--- src/rtl/rom_dump_sequencer.sv ---
// Full-dump read-out sequencer for 556PT5/556PT4 ROMs: steps every address,
// waits the access time, captures the data word and offers {address, data} over valid/ready.
module rom_dump_sequencer #(
    parameter int         DATA_WIDTH    = 8,
    parameter int         ADDRESS_WIDTH = 9,
    parameter int         ACCESS_CYCLES = 4,
    parameter logic [3:0] READ_OP       = 4'b1100,
    parameter logic [3:0] IDLE_OP       = 4'b0000
) (
    input  logic                     clk,
    input  logic                     reset_n,
    input  logic                     start,
    input  logic                     abort,
    output logic [ADDRESS_WIDTH-1:0] rom_address,
    output logic [3:0]               rom_operation,
    input  logic [DATA_WIDTH-1:0]    rom_data_in,
    output logic                     out_valid,
    input  logic                     out_ready,
    output logic [DATA_WIDTH-1:0]    out_data,
    output logic [ADDRESS_WIDTH-1:0] out_address,
    output logic                     busy,
    output logic                     done
);

    // state   | meaning
    // IDLE    | not dumping, chip lines at IDLE_OP
    // SETUP   | address presented, access timer loaded
    // WAIT    | access timer counting down to zero
    // CAPTURE | sample chip data into the output register
    // OUTPUT  | word offered to the host until accepted
    // DONE    | one-cycle completion pulse
    typedef enum logic [2:0] {
        S_IDLE, S_SETUP, S_WAIT, S_CAPTURE, S_OUTPUT, S_DONE
    } state_t;

    localparam int CNT_W = (ACCESS_CYCLES > 1) ? $clog2(ACCESS_CYCLES) : 1;
    localparam logic [CNT_W-1:0] WAIT_LOAD = CNT_W'(ACCESS_CYCLES - 1);
    // One extra bit keeps the terminal-address compare exact without wrap.
    localparam logic [ADDRESS_WIDTH:0] LAST_ADDR = {1'b0, {ADDRESS_WIDTH{1'b1}}};

    state_t                   state_q, state_d;
    logic [ADDRESS_WIDTH:0]   addr_q, addr_d;
    logic [CNT_W-1:0]         wait_q, wait_d;
    logic                     valid_q, valid_d;
    logic [DATA_WIDTH-1:0]    data_q, data_d;
    logic [ADDRESS_WIDTH-1:0] oaddr_q, oaddr_d;

    always_ff @(posedge clk) begin
        if (!reset_n) begin
            state_q <= S_IDLE;
            addr_q  <= '0;
            wait_q  <= '0;
            valid_q <= 1'b0;
            data_q  <= '0;
            oaddr_q <= '0;
        end else begin
            state_q <= state_d;
            addr_q  <= addr_d;
            wait_q  <= wait_d;
            valid_q <= valid_d;
            data_q  <= data_d;
            oaddr_q <= oaddr_d;
        end
    end

    always_comb begin
        state_d       = state_q;
        addr_d        = addr_q;
        wait_d        = wait_q;
        valid_d       = valid_q;
        data_d        = data_q;
        oaddr_d       = oaddr_q;
        rom_operation = IDLE_OP;
        busy          = (state_q != S_IDLE);
        done          = 1'b0;

        case (state_q)
            S_IDLE: begin
                if (start && !abort) begin
                    state_d = S_SETUP;
                    addr_d  = '0;
                end
            end
            S_SETUP: begin
                rom_operation = READ_OP;
                wait_d        = WAIT_LOAD;
                state_d       = S_WAIT;
            end
            S_WAIT: begin
                rom_operation = READ_OP;
                if (wait_q == '0) state_d = S_CAPTURE;
                else              wait_d  = wait_q - 1'b1;
            end
            S_CAPTURE: begin
                rom_operation = READ_OP;
                data_d        = rom_data_in;
                oaddr_d       = addr_q[ADDRESS_WIDTH-1:0];
                valid_d       = 1'b1;
                state_d       = S_OUTPUT;
            end
            S_OUTPUT: begin
                rom_operation = READ_OP;
                if (valid_q && out_ready) begin
                    valid_d = 1'b0;
                    if (addr_q == LAST_ADDR) begin
                        state_d = S_DONE;
                    end else begin
                        addr_d  = addr_q + 1'b1;
                        state_d = S_SETUP;
                    end
                end
            end
            S_DONE: begin
                done    = 1'b1;
                state_d = S_IDLE;
            end
            default: state_d = S_IDLE;
        endcase

        // Abort freezes the address lines and drops the offered word.
        if (abort && (state_q != S_IDLE)) begin
            state_d = S_IDLE;
            valid_d = 1'b0;
            addr_d  = addr_q;
            data_d  = data_q;
            oaddr_d = oaddr_q;
        end
    end

    assign rom_address = addr_q[ADDRESS_WIDTH-1:0];
    assign out_valid   = valid_q;
    assign out_data    = data_q;
    assign out_address = oaddr_q;

endmodule

--- config.mk ---
export PLATFORM = sky130hd
export DESIGN_NAME = rom_dump_sequencer
export DESIGN_NICKNAME = d
export VERILOG_FILES = /design/src/rtl/rom_dump_sequencer.sv
export SDC_FILE = /design/constraint.sdc
export NUM_CORES = 1
export LEC_CHECK = 0
export CORE_MARGIN = 2
export CORE_UTILIZATION = 48
export DETAILED_ROUTE_END_ITERATION = 8
export PLACE_DENSITY = 0.8
export SYNTH_ARGS = -nofsm -noshare
export SYNTH_HDL_FRONTEND = slang
export SYNTH_SLANG_ARGS = --single-unit
export TNS_END_PERCENT = 50
--- constraint.sdc ---
create_clock -name clk -period 1.8 [get_ports clk]
set_input_delay 0.18 -clock clk [delete_from_list [all_inputs] [get_ports clk]]
set_output_delay 0.18 -clock clk [all_outputs]
set_load 0.01 [all_outputs]
# Word level (Yosys, flattened, before mapping)
# Cells that the tools add are included.
# totals
word_cells,53
ff_bits,33
# classes
n_bitwise,2
reduce_logical,17
n_mux,15
addsub,2
n_eq_ne,11
# op_table
operator,count
$mux 10,3
$pmux 10 s2,1
$pmux 3 s5,1
$mux 3,4
$add 10x1->10 const B,1
$eq 10x9->1 const B,1
$ne 2x2->1 const B,5
$eq 3x2->1 const B,2
$eq 3x3->1 const B,2
$reduce_and 2->1,3
$reduce_bool 2->1,3
$reduce_and 5->1,1
$mux 4,1
$pmux 2 s2,1
$reduce_or 4->1,1
$eq 3x1->1 const B,1
$logic_and 1x1->1,3
$logic_not 3->1,1
$reduce_and 3->1,1
$reduce_bool 3->1,1
$logic_not 2->1,1
$mux 1,2
$mux 2,1
$not 1->1,2
4 further kinds,4

# Depth between registers and ports, before layout
# Gate-level depths: netlist (run 1).
# logic_depth
depth_word,4
mapped_depth,6
ltp_nobuf,6

# Least setup slack after synthesis (run 1)
# OpenSTA, ideal clock, no wires.
# synth_path
path_kind,register -> register
start,register addr_q[0]
end,register addr_q[1]
stages_incl_launch_ff,6
required_ns,1.668
path_slack_ns,0.172
path_buffers,0
arrival_ns,1.496
path_cell_list,dfxtp_1 ha_1 nand4_1 nor4_2 or4b_1 a21oi_1
# synth_via
elab_chain_cells,4
elab_cells_between_ends,7
cone_classes,add/sub (1); eq/ne (2); mux (3); reduce/logical (1)
# synth_rtl
element,line,source
start: declaration,42,"logic [ADDRESS_WIDTH:0] addr_q, addr_d;"
start signal: assignment,58,addr_q <= addr_d;
$add 10x1->10,108,addr_d = addr_q + 1'b1;
$mux 10,105,if (addr_q == LAST_ADDR) begin
$mux 10,103,if (valid_q && out_ready) begin
$pmux 10 s2,77,case (state_q)
# Several ways; a longest one is shown, not always the timed one. The select of a mux whose other input is x is not followed.
# A chain may end at the register's enable or synchronous reset.

# Final worst setup path (run 1)
# layout_path
start,register state_q[2]
end,output busy
# layout_via
elab_chain_cells,1
# layout_rtl
element,line,source
start: declaration,41,"state_t state_q, state_d;"
start signal: assignment,57,state_q <= state_d;
$reduce_bool 3->1,74,busy = (state_q != S_IDLE);
end: declaration,21,"output logic busy,"
# No other way between the ends.

==> metrics.txt, run 1 <==
status=complete, no violations; share of cells above drive strength 1=0.1500; gpl congestion=0.8488; num ports=46; Post-Syn Instances=213; most frequent cells in the layout=nand2_1 (42), clkdlybuf4s50_1 (39), dfxtp_1 (30), a21oi_1 (29), buf_4 (21); die area=0.004015 mm^2; drt drc=0; post-route ant nets=0; number of synthesized flops with an enable pin=0; Top FF cell, synth=dfxtp_1; first-pass GRT wire length=a little under 7 mm; CTS tree=done; total CTS buffers=5; Avg Inst Size Synth=between 7 and 8 um^2; core area=0.003363 mm^2; Synth top area share=0.3905; setup violators final=0; CTS clk-pin slew, worst paths=around 0.1 ns; clock latency at the later pin of the worst-skew pair=approximately 0.33 ns; GRT Total Usage=0.2154; Setup TNS=0 ns; Clock Tree Root=clkbuf_4; Hold Path End=out_data[0]$_SDFFE_PN0P_; Final Hold Viols=0; worst vdd ir=0.5407 mV; worst-case clock buffer depth=2; Slew Viols, Final=0; crit-path leading delay family=buffers and inverters; CTS Hold Bufs=0; CP max stage cell=dfxtp_4; Synth area leader=dfxtp_1; period utilisation layout=0.9567; type of origin of the critical path=register; Period minus WS final=1.722 ns; Setup CP Type=reg -> out; dpl cell area=0.002195 mm^2; reg-to-reg startpoint=addr_q[0]$_SDFFE_PN0P_; RSZ-0062 raised after global routing=no; initial core utilization=0.5030; PortBufs=43; Req. time, crit path=1.62 ns; design area=0.002286 mm^2; pwr dens=roughly 630 mW/mm^2; Synth area leaders=dfxtp_1 (39%), nand2_1 (9.3%), a21oi_1 (8.6%); initial antenna violation count=0; overflow left after global routing=0; Synth Register Bits=33; vias in the first global route=1515; total number of vias=1687; CP Capture Type=output pin; crit path buf inv count=2; H-tree levels=2; Pre-antenna DRT Iters=4; r2r setup slk=0.12 ns; Ys Warns=0; hold_sp=rom_data_in[0]; asr flop ratio synth=0; WL final=4.022 mm; largest net degree at the start of global routing=18; Worst R2R Path Depth=6; crit-path max cell delay=0.38 ns; hold path depth=3; Resized cells post-CTS=10; most common cell after layout, fill and taps aside=nand2_1; R2R Path End=addr_q[1]$_SDFFE_PN0P_; Hold Path Class=in -> reg; post-DR vias/cell=5.513; Die Height=around 63 um; Critical Path AT=1.54 ns; Area Growth Syn to Fin=35.13%; clock sink count=33; drt wl/cell=13.14 um; FMAX=580.7 MHz; post-DP HPWL=2.933 mm; FP Rows=21; Seq/Total Area, Yosys=0.3905; crit path cell chain=buf_4 > or3_1 > dlygate4sd2_1; Cell variety after synth=48; Post-Syn Area=0.001692 mm^2; Die Wd=~63 um; nets=around 270; Layout Skew=0.004304 ns; initial drt markers=between 70 and 80; maximum fanout along the worst path=10; postcts setup bufs=0; cell leakage power=0.8390 nW; maxcap violations=0; n_diodes=0
==> worst min-delay path: cells and delay by family <==
family / cells / cell delay (ns)
buf+inv: 1 / 0.40
simple gates: 1 / 0.06
compound gates: 1 / 0.05
==> stage by stage <==
| stage | total power, mW | cells | utilization | hold WS (ns) | setup slack, ns |
|---|---|---|---|---|---|
| 6_report | 1.435 | 306 | 0.6797 | 0.3946 | 0.07802 |
| 5_1_grt | 1.494 | 306 | 0.6797 | 0.3752 | 0.02072 |
| 3_5_place_dp | 0.8787 | 298 | 0.6525 | 0.4466 | 0.004881 |
| 3_3_place_gp | 0.8770 | 298 | 0.6525 | 0.4410 | 0.05078 |
| 2_1_floorplan | 0.8214 | 214 | - | 0.3160 | 0.1721 |
| 4_1_cts | 1.445 | 306 | 0.6797 | 0.3889 | 0.05696 |
==> sequential cells by signal (all words and copies together) (netlist names) <==
signal,cells
wait_q,2
out_address,9
addr_q,10
out_data,8
state_q,3
out_valid,1
==> area by class of cell <==
class,count,area [um^2]
fillers,308,1077
flip-flops and latches,33,669.4
repair buffers,64,583.1
inverters,7,26.28
clock inverters,1,30.03
multi-input cells,148,864.6
well taps,46,57.56
clock buffers,7,55.05
==> how the worst max path moves through the flow <==
stage                                        end  slack (ns)  depth (start not counted)                     from
after floorplan           addr_q[1]$_SDFFE_PN0P_        0.17                          5   addr_q[0]$_SDFFE_PN0P_
after global placement    addr_q[1]$_SDFFE_PN0P_        0.05                          6                out_ready
after detailed placement  addr_q[1]$_SDFFE_PN0P_       0.005                          6                out_ready
after CTS                                   busy        0.06                          3  state_q[2]$_SDFFE_PP0P_
after global routing                        busy        0.02                          3  state_q[2]$_SDFFE_PP0P_
final                                       busy        0.08                          3  state_q[2]$_SDFFE_PP0P_
==> synthesized netlist by cell type (2+ instances only) <==
master	number
buf_4	12
nand4_1	5
xnor2_1	2
inv_1	7
a21oi_1	29
o31ai_1	2
clkbuf_1	11
nor2_1	8
nor3_1	3
o21ai_0	3
and4_1	4
nor2b_1	2
a31oi_1	2
or3b_1	2
dfxtp_1	33
o21ai_1	3
ha_1	2
nand3_1	3
buf_2	3
o41ai_1	3
o311ai_0	5
nand2_1	42
and2_1	2
==> power by group <==
part,internal [mW],total (mW),switching [mW]
Combinational,0.0609,0.117,0.0560
Clock,0.332,0.577,0.245
Sequential,0.733,0.741,0.00812
==> layer usage <==
| metal | GRT usage | share of wire | wire, um |
|---|---|---|---|
| met1 | 0.2690 | 0.45 | 1808 |
| met2 | 0.3500 | 0.46 | 1870 |
| met3 | 0.05179 | 0.070 | 281 |
| met4 | 0.09783 | 0.015 | 61 |
| met5 | 0 | 0 | 0 |
==> cell families (layout without fill, tap and decap cells) <==
family / after synthesis / in the layout / synth area share
DFF: 33 / 33 / 0.3905
AOI/OAI and AO/OA: 57 / 57 / 0.2167
other: 1 / 2 / 0.002217
adders and majority gates: 2 / 2 / 0.01479
muxes: 1 / 1 / 0.006656
xor gates and xnor gates: 2 / 2 / 0.01036
buffers and inverters: 33 / 79 / 0.1021
and+or+nand+nor: 84 / 84 / 0.2567
Power figures use the tool's default switching activity.
==> run 2: changes to the inputs <==
--- a/config.mk
+++ b/config.mk
@@ -6,9 +6,9 @@
 export NUM_CORES = 1
 export LEC_CHECK = 0
 export CORE_MARGIN = 2
-export CORE_UTILIZATION = 48
+export CORE_UTILIZATION = 51
 export DETAILED_ROUTE_END_ITERATION = 8
-export PLACE_DENSITY = 0.8
+export PLACE_DENSITY = 0.84
 export SYNTH_ARGS = -nofsm -noshare
 export SYNTH_HDL_FRONTEND = slang
 export SYNTH_SLANG_ARGS = --single-unit
==> constraint.sdc (replaced) <==
create_clock -name clk -period 2.2 [get_ports clk]
set_input_delay 0.22 -clock clk [delete_from_list [all_inputs] [get_ports clk]]
set_output_delay 0.22 -clock clk [all_outputs]
set_load 0.01 [all_outputs]
==> metrics.txt, run 2 (same netlist as run 1, synthesis figures left out) <==
status=complete, no violations; setup violators final=0 (unchanged); initial drt markers=53 (-28%); final worst setup slack=0.1648 ns (+0.08674 ns); Die Wd=61.59 um (-2.8%); Setup CP Type=reg -> out; period utilisation layout=0.9251; num ports=46 (unchanged); CTS clk-pin slew, worst paths=0.10 ns (about the same); CTS tree=done; most frequent cells in the layout=clkdlybuf4s50_1 (43), nand2_1 (42), dfxtp_1 (31), a21oi_1 (29), buf_4 (9); post-DP HPWL=2.736 mm (-6.7%); clock share of power=0.323 (-0.079); nets=262 (-4.4%); Pre-antenna DRT Iters=4 (unchanged); switching share of power=0.2563 (+0.04076); Setup TNS=0 ns (unchanged); Layout Skew=0.006094 ns (+0.001789 ns); CTS Hold Bufs=0 (unchanged); total design power=1.037 mW (-28%); cell leakage power=0.7441 nW (-11%); Req. time, crit path=1.98 ns (+0.36 ns); Final Hold Viols=0 (unchanged); total number of vias=1612 (-4.4%); core area=0.003103 mm^2 (-7.7%); Seq pwr share=0.587 (+0.070); worst-case clock buffer depth=2 (unchanged); type of origin of the critical path=register; Comb power frac=0.091 (+0.009); clock latency at the later pin of the worst-skew pair=0.34 ns (about the same); Critical Path AT=1.82 ns (+0.28 ns); total CTS buffers=5 (unchanged); share of cells above drive strength 1=0.1048 (-0.04516); Placement Setup Slack=0.3250 ns (+0.3201 ns); vias in the first global route=1398 (-7.7%); PortBufs=43 (unchanged); drt wl/cell=13.18 um (+0.29%); drt drc=0 (unchanged); post-route ant nets=0 (unchanged); Biggest register=addr_q; post-DR vias/cell=5.521 (+0.14%); pwr dens=480.4 mW/mm^2 (-23%); Area Growth Syn to Fin=27.66%; RSZ-0062 raised after global routing=no; GRT Total Usage=0.2180 (+0.002593); most common cell after layout, fill and taps aside=clkdlybuf4s50_1; clock sink count=33 (unchanged); max reg flops=10 (unchanged); NetSw=0.2659 mW (-14%); Clock Tree Root=clkbuf_4; first-pass GRT wire length=6.161 mm (-10%); Tightest Pin Transition=0.5372 ns; maxcap violations=0 (unchanged); n_diodes=0 (unchanged); worst vdd ir=0.3096 mV (-43%); Hold Path Class=in -> reg; Period minus WS final=just over 2 ns; FP Rows=20 (-4.8%); WL final=3.849 mm (-4.3%); dpl cell area=0.002102 mm^2 (-4.2%); overflow left after global routing=0 (unchanged); worst rel slew slack=0.6362; maximum fanout along the worst path=11 (+1); design area=0.002160 mm^2 (-5.5%); FMAX=491.3 MHz; largest net degree at the start of global routing=18 (unchanged); initial antenna violation count=0 (unchanged); Internal=0.7715 mW (-31%); die area=0.003793 mm^2 (-5.5%); Slew Viols, Final=0 (unchanged); H-tree levels=2 (unchanged); initial core utilization=0.5452 (+0.04219); gpl congestion=0.8894 (+4.8%); Die Height=61.59 um (-2.8%); CP Capture Type=output pin
run 2: cell types whose count changed in the layout (fill, tap and decap cells not counted), sizes merged, moves of 2 or more:
cell           delta
clkbuf            -2
clkdlybuf4s50     +4
dlygate4sd2       -4
clkinv            +2
buf              -12
run 2: final cells by class:
type | count | area (um^2)
fill | 302 | 943.4
multi-input combinational | 148 | 862.1
sequential | 33 | 663.1
timing repair buffer | 52 | 498.0
tap | 44 | 55.05
clock buffer | 5 | 37.54
inverter | 7 | 26.28
clock inverter | 3 | 17.52
run 2: timing repair:
item | in CTS | in global routing
endpoints found under the setup margin | 0 | 3
resized for setup | 0 | 2
buffers inserted | 0 | 0
run 2: per-layer routing:
layer	vias to the layer above	GRT usage	wire length [um]
li1	817	-	-
met1	731	0.2806	1751
met2	58	0.3639	1810
met3	6	0.05672	247
met4	0	0.05471	40
met5	-	0	0
run 2: worst paths after layout:
check                            from                        to  slack [ns]  depth (start not counted)
min                    rom_data_in[3]  out_data[3]$_SDFFE_PN0P_        0.42                          3
max           state_q[0]$_SDFFE_PP0P_                      busy        0.16                          3
max reg2reg    addr_q[1]$_SDFFE_PN0P_    addr_q[2]$_SDFFE_PN0P_        0.38                          5
min reg2reg  out_data[1]$_SDFFE_PN0P_  out_data[1]$_SDFFE_PN0P_        0.46                          2
run 2: power groups by stage:
stage	combinational [mW]	sequential, mW	clock [mW]
3_3_place_gp	0.0922	0.622	0
5_1_grt	0.104	0.610	0.366
2_1_floorplan	0.0533	0.619	0
4_1_cts	0.0941	0.608	0.341
6_report	0.0941	0.609	0.335
3_5_place_dp	0.0932	0.622	0
run 2: metrics by stage:
| step | instances | hold slack, ns | utilization |
|---|---|---|---|
| after global placement | 284 | 0.4415 | 0.6774 |
| after detailed placement | 284 | 0.4458 | 0.6774 |
| final | 292 | 0.4158 | 0.6960 |
| after CTS | 292 | 0.4136 | 0.6952 |
| after global routing | 292 | 0.4267 | 0.6960 |
| after floorplan | 214 | 0.3560 | - |
run 2: worst max-delay path, stage by stage, from the launching register on:
cell and delay (ns):
dfxtp_1 0.43, buf_4 0.20, or3_1 0.35, clkdlybuf4s50_1 0.49
==> run 3: changes to the inputs <==
--- a/config.mk
+++ b/config.mk
@@ -5,10 +5,12 @@
 export SDC_FILE = /design/constraint.sdc
 export NUM_CORES = 1
 export LEC_CHECK = 0
+export CORE_ASPECT_RATIO = 0.5
 export CORE_MARGIN = 2
 export CORE_UTILIZATION = 51
 export DETAILED_ROUTE_END_ITERATION = 8
 export PLACE_DENSITY = 0.84
+export RECOVER_POWER = 50
 export SYNTH_ARGS = -nofsm -noshare
 export SYNTH_HDL_FRONTEND = slang
 export SYNTH_SLANG_ARGS = --single-unit
==> metrics.txt, run 3 (same netlist as run 1, synthesis figures left out) <==
PortBufs=43 (unchanged); Comb power frac=0.067 (-0.024); crit path cell chain=nor2_1 > xnor2_1 > clkdlybuf4s50_1; clock share of power=0.493 (+0.170); CP max stage cell=dfxtp_1; hold_sp=out_data[1]$_SDFFE_PN0P_; drt wl/cell=14.51 um (+10%); Internal=1.100 mW (+43%); Critical Path AT=1.83 ns (about the same); switching share of power=0.2057 (-0.05057); maxcap violations=0 (unchanged); type of origin of the critical path=register; Clock Tree Root=clkbuf_8; max reg flops=10 (unchanged); reg-to-reg startpoint=state_q[2]$_SDFFE_PP0P_; WL final=4.150 mm (+7.8%); worst-case clock buffer depth=2 (unchanged); clock latency at the later pin of the worst-skew pair=0.29 ns (-0.05 ns); initial drt markers=76 (+43%); Die Wd=85.45 um (+39%); maximum fanout along the worst path=15 (+4); H-tree levels=2 (unchanged); pwr dens=624.9 mW/mm^2 (+30%); design area=0.002217 mm^2 (+2.7%); postcts setup bufs=0 (unchanged); CTS Hold Bufs=0 (unchanged); dpl cell area=0.002082 mm^2 (-0.95%); stages on the worst setup path=3 (unchanged); setup violators final=0 (unchanged); n_diodes=0 (unchanged); period utilisation layout=0.9300 (+0.004899); Core Util, Final=0.7192 (+0.02319); crit path buf inv count=1 (-1); FP Rows=14 (-30%); Req. time, crit path=1.98 ns (about the same); most common cell after layout, fill and taps aside=nand2_1; hold path depth=2 (-1); CP Capture Type=output pin; die area=0.003822 mm^2 (+0.75%); Layout Skew=0.006206 ns (+0.0001121 ns); crit-path leading delay family=flip-flops; status=complete, no violations; CTS tree=done; Fillers=247 (-18%); RSZ-0062 raised after global routing=no; Pre-antenna DRT Iters=4 (unchanged); post-route ant nets=0 (unchanged); most frequent cells in the layout=nand2_1 (42), dfxtp_1 (32), a21oi_1 (29), dlygate4sd3_1 (24), clkdlybuf4s50_1 (19); cell leakage power=0.8558 nW (+15%); Worst R2R Path Depth=4 (-1); clock sink count=33 (unchanged); drt drc=0 (unchanged); share of cells above drive strength 1=0.08943 (-0.01541); Biggest register=addr_q; worst vdd ir=0.4384 mV (+42%); gpl congestion=0.8616 (-3.1%); nets=260 (-0.76%); Seq pwr share=0.440 (-0.147); post-DP HPWL=2.774 mm (+1.4%); NetSw=0.2851 mW (+7.2%); largest net degree at the start of global routing=18 (unchanged); Tightest Pin Transition=0.9611 ns (+0.4240 ns); Setup CP Type=reg -> out; GRT Total Usage=0.2286 (+0.01069); worst rel slew slack=0.3592 (-0.2770); FMAX=488.8 MHz (-0.53%); total CTS buffers=5 (unchanged); CTS clk-pin slew, worst paths=0.07 ns (-0.03 ns); Area Growth Syn to Fin=31.07%; Critical Path Source=state_q[0]$_SDFFE_PP0P_; vias in the first global route=1392 (-0.43%); post-DR vias/cell=5.769 (+4.5%); Period minus WS final=2.046 ns (+0.01078 ns); Resized cells post-CTS=0 (unchanged); num ports=46 (unchanged); crit-path max cell delay=0.62 ns (+0.13 ns); Final Hold Viols=0 (unchanged); first-pass GRT wire length=6.762 mm (+9.8%); overflow left after global routing=0 (unchanged); Hold Path Class=reg -> reg; total number of vias=1650 (+2.4%); Setup TNS=0 ns (unchanged); Slew Viols, Final=0 (unchanged); Die Height=44.73 um (-27%); initial core utilization=0.5487 (+0.003540); initial antenna violation count=0 (unchanged); core area=0.003083 mm^2 (-0.65%)
run 3: per-layer routing:
layer / up-vias / global-route usage / routed length, um / part of all wire
met5: - / 0 / 0 / 0
met4: 0 / 0.06032 / 14 / 0.0034
met3: 4 / 0.07313 / 335 / 0.081
met2: 66 / 0.3641 / 1897 / 0.46
met1: 765 / 0.3072 / 1902 / 0.46
li1: 815 / - / - / -
run 3: final timing paths:
check        slack (ns)                       end
max                0.15          rom_operation[2]
max reg2reg        0.28  out_data[0]$_SDFFE_PN0P_
min                0.45  out_data[1]$_SDFFE_PN0P_
min reg2reg        0.45  out_data[1]$_SDFFE_PN0P_
run 3: stage by stage:
| step | total power [mW] | worst slack, ns | instances | hold WS (ns) |
|---|---|---|---|---|
| CTS | 1.389 | 0.07167 | 286 | 0.4560 |
| floorplan | 0.6721 | 0.5721 | 214 | 0.3560 |
| global route | 1.431 | 0.01912 | 286 | 0.4711 |
| finish | 1.385 | 0.1540 | 286 | 0.4507 |
| global placement | 0.7110 | 0.3467 | 278 | 0.4416 |
| detailed placement | 0.7137 | 0.3005 | 278 | 0.4455 |
run 3: layout make-up:
cell class                 count  area [um^2]  share of cell area
timing repair buffer          50        483.0              0.2178
clock inverter                 3        65.06             0.02935
inverter                       7        26.28             0.01185
tap                           40        50.05             0.02257
clock buffer                   5        68.82             0.03104
sequential                    33        661.9              0.2985
multi-input combinational    148        862.1              0.3888
run 3: power groups by stage:
stage	Combinational [mW]	Sequential [mW]	Clock (mW)
global route	0.102	0.611	0.718
CTS	0.0926	0.610	0.686
finish	0.0927	0.610	0.683
global placement	0.0885	0.623	0
floorplan	0.0533	0.619	0
detailed placement	0.0906	0.623	0
run 3: worst reg2reg max path, cell delays in order, from the launching register on:
cell and delay [ns]:
dfxtp_1 0.58, nand3b_1 0.21, or2_0 0.75, nand2_1 0.14, a21oi_1 0.17
